**config.mk**
```make
export PLATFORM = sky130hd
export DESIGN_NAME = bin2bcd_dd
export DESIGN_NICKNAME = d
export VERILOG_FILES = /design/src/rtl/bcd_pkg.sv /design/src/rtl/bcd_digit_adj.sv /design/src/rtl/bin2bcd_dd.sv
export SDC_FILE = /design/constraint.sdc
export NUM_CORES = 1
export LEC_CHECK = 0
export ABC_AREA = 1
export CORE_MARGIN = 8
export CORE_UTILIZATION = 56
export DETAILED_ROUTE_END_ITERATION = 7
export PLACE_DENSITY = 0.87
export SYNTH_ARGS = -nofsm -noshare
export SYNTH_HDL_FRONTEND = slang
export SYNTH_SLANG_ARGS = --single-unit
```
**constraint.sdc**
```tcl
create_clock -name clk -period 1.65 [get_ports clk]
set_clock_uncertainty 0.1 [all_clocks]
set_input_delay 0.33 -clock clk [delete_from_list [all_inputs] [get_ports clk]]
set_output_delay 0.33 -clock clk [all_outputs]
set_load 0.01 [all_outputs]
```
**src/rtl/bcd_pkg.sv**
```systemverilog
// rtl/bcd_pkg.sv - shared FSM states, adjust constants and digit sizing helper for bin2bcd_dd
package bcd_pkg;

  typedef enum logic [1:0] {
    IDLE   = 2'd0,
    ADJUST = 2'd1,
    SHIFT  = 2'd2,
    DONE   = 2'd3
  } bcd_state_t;

  localparam logic [3:0] ADD3       = 4'd3;
  localparam logic [3:0] ADJ_THRESH = 4'd5;

  // Decimal digits needed to print 2^width-1; valid for width up to 127.
  function automatic int bcd_digits_needed(input int width);
    logic [127:0] v;
    int           n;
    v = (128'd1 << width) - 128'd1;
    n = 0;
    while (v != 128'd0) begin
      v = v / 128'd10;
      n = n + 1;
    end
    return (n == 0) ? 1 : n;
  endfunction

endpackage

```
**src/rtl/bcd_digit_adj.sv**
```systemverilog
// rtl/bcd_digit_adj.sv - one BCD digit of the double-dabble adjust step (add 3 when >= 5)
module bcd_digit_adj
  import bcd_pkg::*;
(
  input  logic [3:0] digit,
  output logic [3:0] adj
);

  assign adj = (digit >= ADJ_THRESH) ? (digit + ADD3) : digit;

endmodule

```
**src/rtl/bin2bcd_dd.sv**
```systemverilog
// rtl/bin2bcd_dd.sv - iterative double-dabble binary-to-BCD converter with overflow and done-hold
// Optional signed operand support is enabled by defining BIN2BCD_SIGNED_EN.
module bin2bcd_dd
  import bcd_pkg::*;
#(
  parameter int BIN_W     = 8,
  parameter int DIGITS    = 3,
  parameter int DONE_HOLD = 20
) (
  input  logic                  clk,
  input  logic                  rst_n,
  input  logic                  in_init,
  input  logic [BIN_W-1:0]      in_bin,
  input  logic                  in_ack,
  output logic [4*DIGITS-1:0]   out_bcd,
  output logic                  out_busy,
  output logic                  out_done,
  output logic                  out_ovf,
  output logic                  out_sign
);

  localparam int BCD_W = 4 * DIGITS;
  localparam int SCR_W = BCD_W + BIN_W;
  localparam int CNT_W = $clog2(BIN_W + 1);
  localparam int TMR_W = $clog2(DONE_HOLD + 1);

  localparam logic [CNT_W-1:0] CNT_LOAD = CNT_W'(BIN_W);
  localparam logic [CNT_W-1:0] CNT_ONE  = CNT_W'(1);
  localparam logic [TMR_W-1:0] TMR_LOAD = TMR_W'(DONE_HOLD);
  localparam logic [TMR_W-1:0] TMR_ONE  = TMR_W'(1);

  bcd_state_t        state, state_d;
  logic [SCR_W-1:0]  scratch;
  logic [CNT_W-1:0]  cnt;
  logic [TMR_W-1:0]  tmr;
  logic              ovf;
  logic [BCD_W-1:0]  bcd_q;
  logic              ovf_q;
  logic [BCD_W-1:0]  adj_bcd;
  logic [BIN_W-1:0]  operand;

  // Digits never exceed 12 after adjust, so each one is independent.
  for (genvar k = 0; k < DIGITS; k++) begin : g_adj
    bcd_digit_adj u_adj (
      .digit (scratch[BIN_W + 4*k +: 4]),
      .adj   (adj_bcd[4*k +: 4])
    );
  end

`ifdef BIN2BCD_SIGNED_EN
  logic sign_q;

  assign operand  = in_bin[BIN_W-1] ? ((~in_bin) + {{(BIN_W-1){1'b0}}, 1'b1}) : in_bin;
  assign out_sign = sign_q;

  always_ff @(posedge clk or negedge rst_n) begin
    if (!rst_n) begin
      sign_q <= 1'b0;
    end else if (state == IDLE && in_init) begin
      sign_q <= in_bin[BIN_W-1];
    end
  end
`else
  assign operand  = in_bin;
  assign out_sign = 1'b0;
`endif

  always_comb begin
    state_d = state;
    case (state)
      IDLE:    if (in_init) state_d = ADJUST;
      ADJUST:  state_d = SHIFT;
      SHIFT:   state_d = (cnt == CNT_ONE) ? DONE : ADJUST;
      DONE:    if (in_ack || tmr == TMR_ONE) state_d = IDLE;
      default: state_d = IDLE;
    endcase
  end

  always_ff @(posedge clk or negedge rst_n) begin
    if (!rst_n) begin
      state   <= IDLE;
      scratch <= '0;
      cnt     <= '0;
      tmr     <= '0;
      ovf     <= 1'b0;
      bcd_q   <= '0;
      ovf_q   <= 1'b0;
    end else begin
      state <= state_d;
      case (state)
        IDLE: begin
          if (in_init) begin
            scratch <= {{BCD_W{1'b0}}, operand};
            cnt     <= CNT_LOAD;
            ovf     <= 1'b0;
          end
        end
        ADJUST: begin
          scratch[SCR_W-1:BIN_W] <= adj_bcd;
        end
        SHIFT: begin
          // The bit leaving the top digit is the carry past 10^DIGITS.
          scratch <= {scratch[SCR_W-2:0], 1'b0};
          cnt     <= cnt - CNT_ONE;
          ovf     <= ovf | scratch[SCR_W-1];
          if (cnt == CNT_ONE) begin
            bcd_q <= scratch[SCR_W-2:BIN_W-1];
            ovf_q <= ovf | scratch[SCR_W-1];
            tmr   <= TMR_LOAD;
          end
        end
        DONE: begin
          tmr <= tmr - TMR_ONE;
        end
        default: ;
      endcase
    end
  end

  assign out_bcd  = bcd_q;
  assign out_ovf  = ovf_q;
  assign out_busy = (state == ADJUST) || (state == SHIFT);
  assign out_done = (state == DONE);

endmodule
```
==> summary.txt <==
Status
  • Run status: complete, no violations

Setup path
  • Startpoint class of the critical path: flop
  • Crit-path slowest cell: clkdlybuf4s50_1
  • CP endpoint kind: primary output
  • Worst-path maximum fanout: 2
  • WS Path Type: flop to primary output
  • CP required: 1220 ps
  • Worst-path cell chain: clkdlybuf4s50_1
  • Crit path DAT: 1210 ps
  • Critical path buffers and inverters: 1
  • CP peak stage delay: 550 ps
  • Critical path's top delay family: buffers and inverters

Clock tree
  • Clock root cell: clkbuf_8
  • H-tree depth: 2
  • Clk sinks: 45
  • Worst skew pair latency: 300 ps
  • Buffer depth of the longest clock path: 2
  • CTS tree: done
  • Total CTS buffers: 5
  • Clock Pin Slew Worst Setup and Hold Paths: 80 ps

Floorplanning
  • Die width: 82.3 um
  • Row Count: 24
  • Core Area: 4290 sq um
  • Initial Utilization: between 50% and 60%
  • Die area: 6770 sq um
  • I/O pins: 28
  • Die Y: 82.3 um

Final layout
  • N_diodes: 0
  • Share of post-route cells with drive strength above 1: 18.2%
  • Post-route insts no fill: about 400
  • Most common library cell in the layout ignoring fill and taps: nand2_1
  • Utilization after layout: slightly above 70%
  • Nets: 374
  • P&R area growth vs syn: 25.5%
  • Commonest non-fill, non-tap cells in the layout: nand2_1 (102), dfrtp_1 (45), inv_1 (24), o21ai_1 (20)
  • Fillers: between 300 and 400

Yosys
  • Synth cell types: 30
  • Synth Flop Type: dfrtp_1
  • Compound-Gate Fraction of Synth Area: a little over a tenth
  • Post-synthesis mux area share: 1.37%
  • Register area share after synthesis: 45.8%
  • Post-synth EDFFs: 0
  • Yosys reg bits: 45
  • Post-Synth Adder-Cell Area: 8.13%
  • Synth Area in XOR/XNOR: 0%
  • Synth async-reset ratio: 100%
  • Mapped Cells: 302
  • Syn_nets: between 300 and 400
  • Ys Warns: 0
  • Avg Inst Size Synth: 8.15 sq um
  • Simple-gate share of the synthesized area: 25.0%
  • Mapped Area: 2460 sq um
  • Largest family of logic cells by synthesized area: simple AND/OR/NAND/NOR gates

Global routing
  • GRT Overall Usage: between 10% and 20%
  • Grt total ovfl: 0
  • First-pass GRT wire length: 9430 um
  • Initial antenna violation count: 0
  • Number of global-route vias before repair: approximately 2100
  • Largest net degree at the start of global routing: 28

Placement
  • GP Congestion: 0.870
  • PortBufs: 26
  • Final HPWL DP: 3950 um
  • Inst Count DP: between 300 and 400

Routing
  • Routed Antenna Nets: 0
  • Residual DRC: 0
  • Vias/cell: 5.33
  • Final WL: 5890 um
  • Routed vias: 2127
  • Wire per inst: 14.8 um
  • Drt initial violations: 151
  • TritonRoute pass-1 iters: 4

Timing
  • Final Max Tran Viols: 0
  • Period utilisation layout: between 90% and 100%
  • Crit path time final: 1640 ps
  • Final setup fails: 0
  • RSZ-0062 raised after global routing: yes
  • Final Hold Viols: 0
  • Fmax: 609 MHz

Power and ir drop
  • Power per cell area: roughly 1700 nW/um^2
  • Switch share: 43.1%
  • Psw: 2310 uW
  • P_int: around 3000 uW
  • Flop pwr share: 32.1%
  • VDD IR max: 1.10 mV
  • Lkg Pwr: between 0.0015 and 0.002 uW
  • Clk pwr share: 14.1%
  • Combinational power share: a little over half

Worst hold path
  • Worst min path class: flop to flop

Flow run
  • Max-cap violations: 0
[synth_stat cells, types with 2 or more instances]
master,number,share of area [%]
nor2_2,4,1.0
o21ai_1,20,4.1
mux2_1,3,1.4
nand3_1,11,2.2
o22ai_1,11,2.8
nor2_1,16,2.4
dfrtp_1,45,46
buf_4,3,0.92
buf_2,5,1.0
o21ai_2,2,0.71
o211ai_1,4,1.2
nand4_1,2,0.51
nand2_2,3,0.76
inv_1,29,4.4
inv_2,6,0.92
buf_6,3,1.4
nand2_1,105,16
ha_1,16,8.1
a31oi_1,3,0.76
[power by group through the flow]
| stage | Sequential [uW] | Combinational (uW) | Clock [uW] |
|---|---|---|---|
| finish | 1720 | 2880 | 754 |
| global route | 1770 | 3200 | 797 |
| CTS | 1700 | 2650 | 759 |
| detailed placement | 1720 | 2570 | 0 |
| global placement | 1700 | 2440 | 0 |
| floorplan | 1680 | 1720 | 0 |
[registers in the layout, summed over array words and instances, names as in the netlist]
| register | cells |
|---|---|
| scratch | 20 |
| out_bcd | 12 |
| tmr | 5 |
| cnt | 4 |
| state | 2 |
| out_ovf | 1 |
| ovf | 1 |
[path summary, 6_finish.rpt]
| check | startpoint | to | slack [ps] | cells after the start |
|---|---|---|---|---|
| setup / recovery | out_bcd[10] | out_bcd[10] | 8 | 1 |
| min in group asynchronous | rst_n | scratch[12] | 420 | 2 |
| hold reg to reg | scratch[13] | scratch[13] | 390 | 2 |
| setup reg to reg | state[0] | scratch[0] | 50 | 6 |
| hold / removal | scratch[13] | scratch[13] | 390 | 2 |
| max in group asynchronous | rst_n | scratch[19] | 540 | 3 |
[cell type report]
| cell class | count | area, sq um | area share [%] |
|---|---|---|---|
| multi-input cells | 212 | 1200 | 39.0 |
| well taps | 52 | 65.1 | 2.11 |
| clock buffers | 7 | 96.3 | 3.12 |
| inverters | 35 | 136 | 4.41 |
| repair buffers | 47 | 455 | 14.7 |
| clock inverters | 1 | 5.00 | 0.162 |
| flip-flops and latches | 45 | 1130 | 36.5 |
[metrics by stage]
| stage | setup WS, ps | hold slack (ps) | setup TNS (ps) | instance area (sq um) | power, uW |
|---|---|---|---|---|---|
| 2_1_floorplan | 160 | -65.6 | 0 | 2460 | 3400 |
| 3_3_place_gp | -45.0 | 197 | -375 | 2860 | 4150 |
| 3_5_place_dp | -117 | 202 | -838 | 2860 | 4280 |
| 4_1_cts | 10.8 | 390 | 0 | 2990 | 5110 |
| 5_1_grt | -27.4 | 416 | -105 | 3090 | 5770 |
| 6_report | 8.32 | 390 | 0 | 3090 | 5350 |
[cells by family (layout without fill, tap and decap cells)]
group	Yosys count	after routing
simple gates	147	147
mux	3	3
buf+inv	46	90
fa+ha+maj	16	16
compound gates	44	45
other cells	1	1
flops	45	45
[layer usage]
layer  track usage (%)  wire length [um]  vias to the layer above
li1                  -                 -                     1049
met1              20.7              2390                      986
met2              30.9              2990                       82
met3              3.14               400                       10
met4              8.25               119                        0
met5                 0                 0                        -
[repair_timing]
| action | CTS | global route |
|---|---|---|
| hold buffers | 1 | 0 |
| cloned | 0 | 1 |
| hold endpoints to repair | 18 | 0 |
| pin swaps | 2 | 7 |
| setup buffers | 1 | 1 |
| setup endpoints to repair | 8 | 43 |
| gates resized for setup | 14 | 29 |
Power figures use the tool's default switching activity.
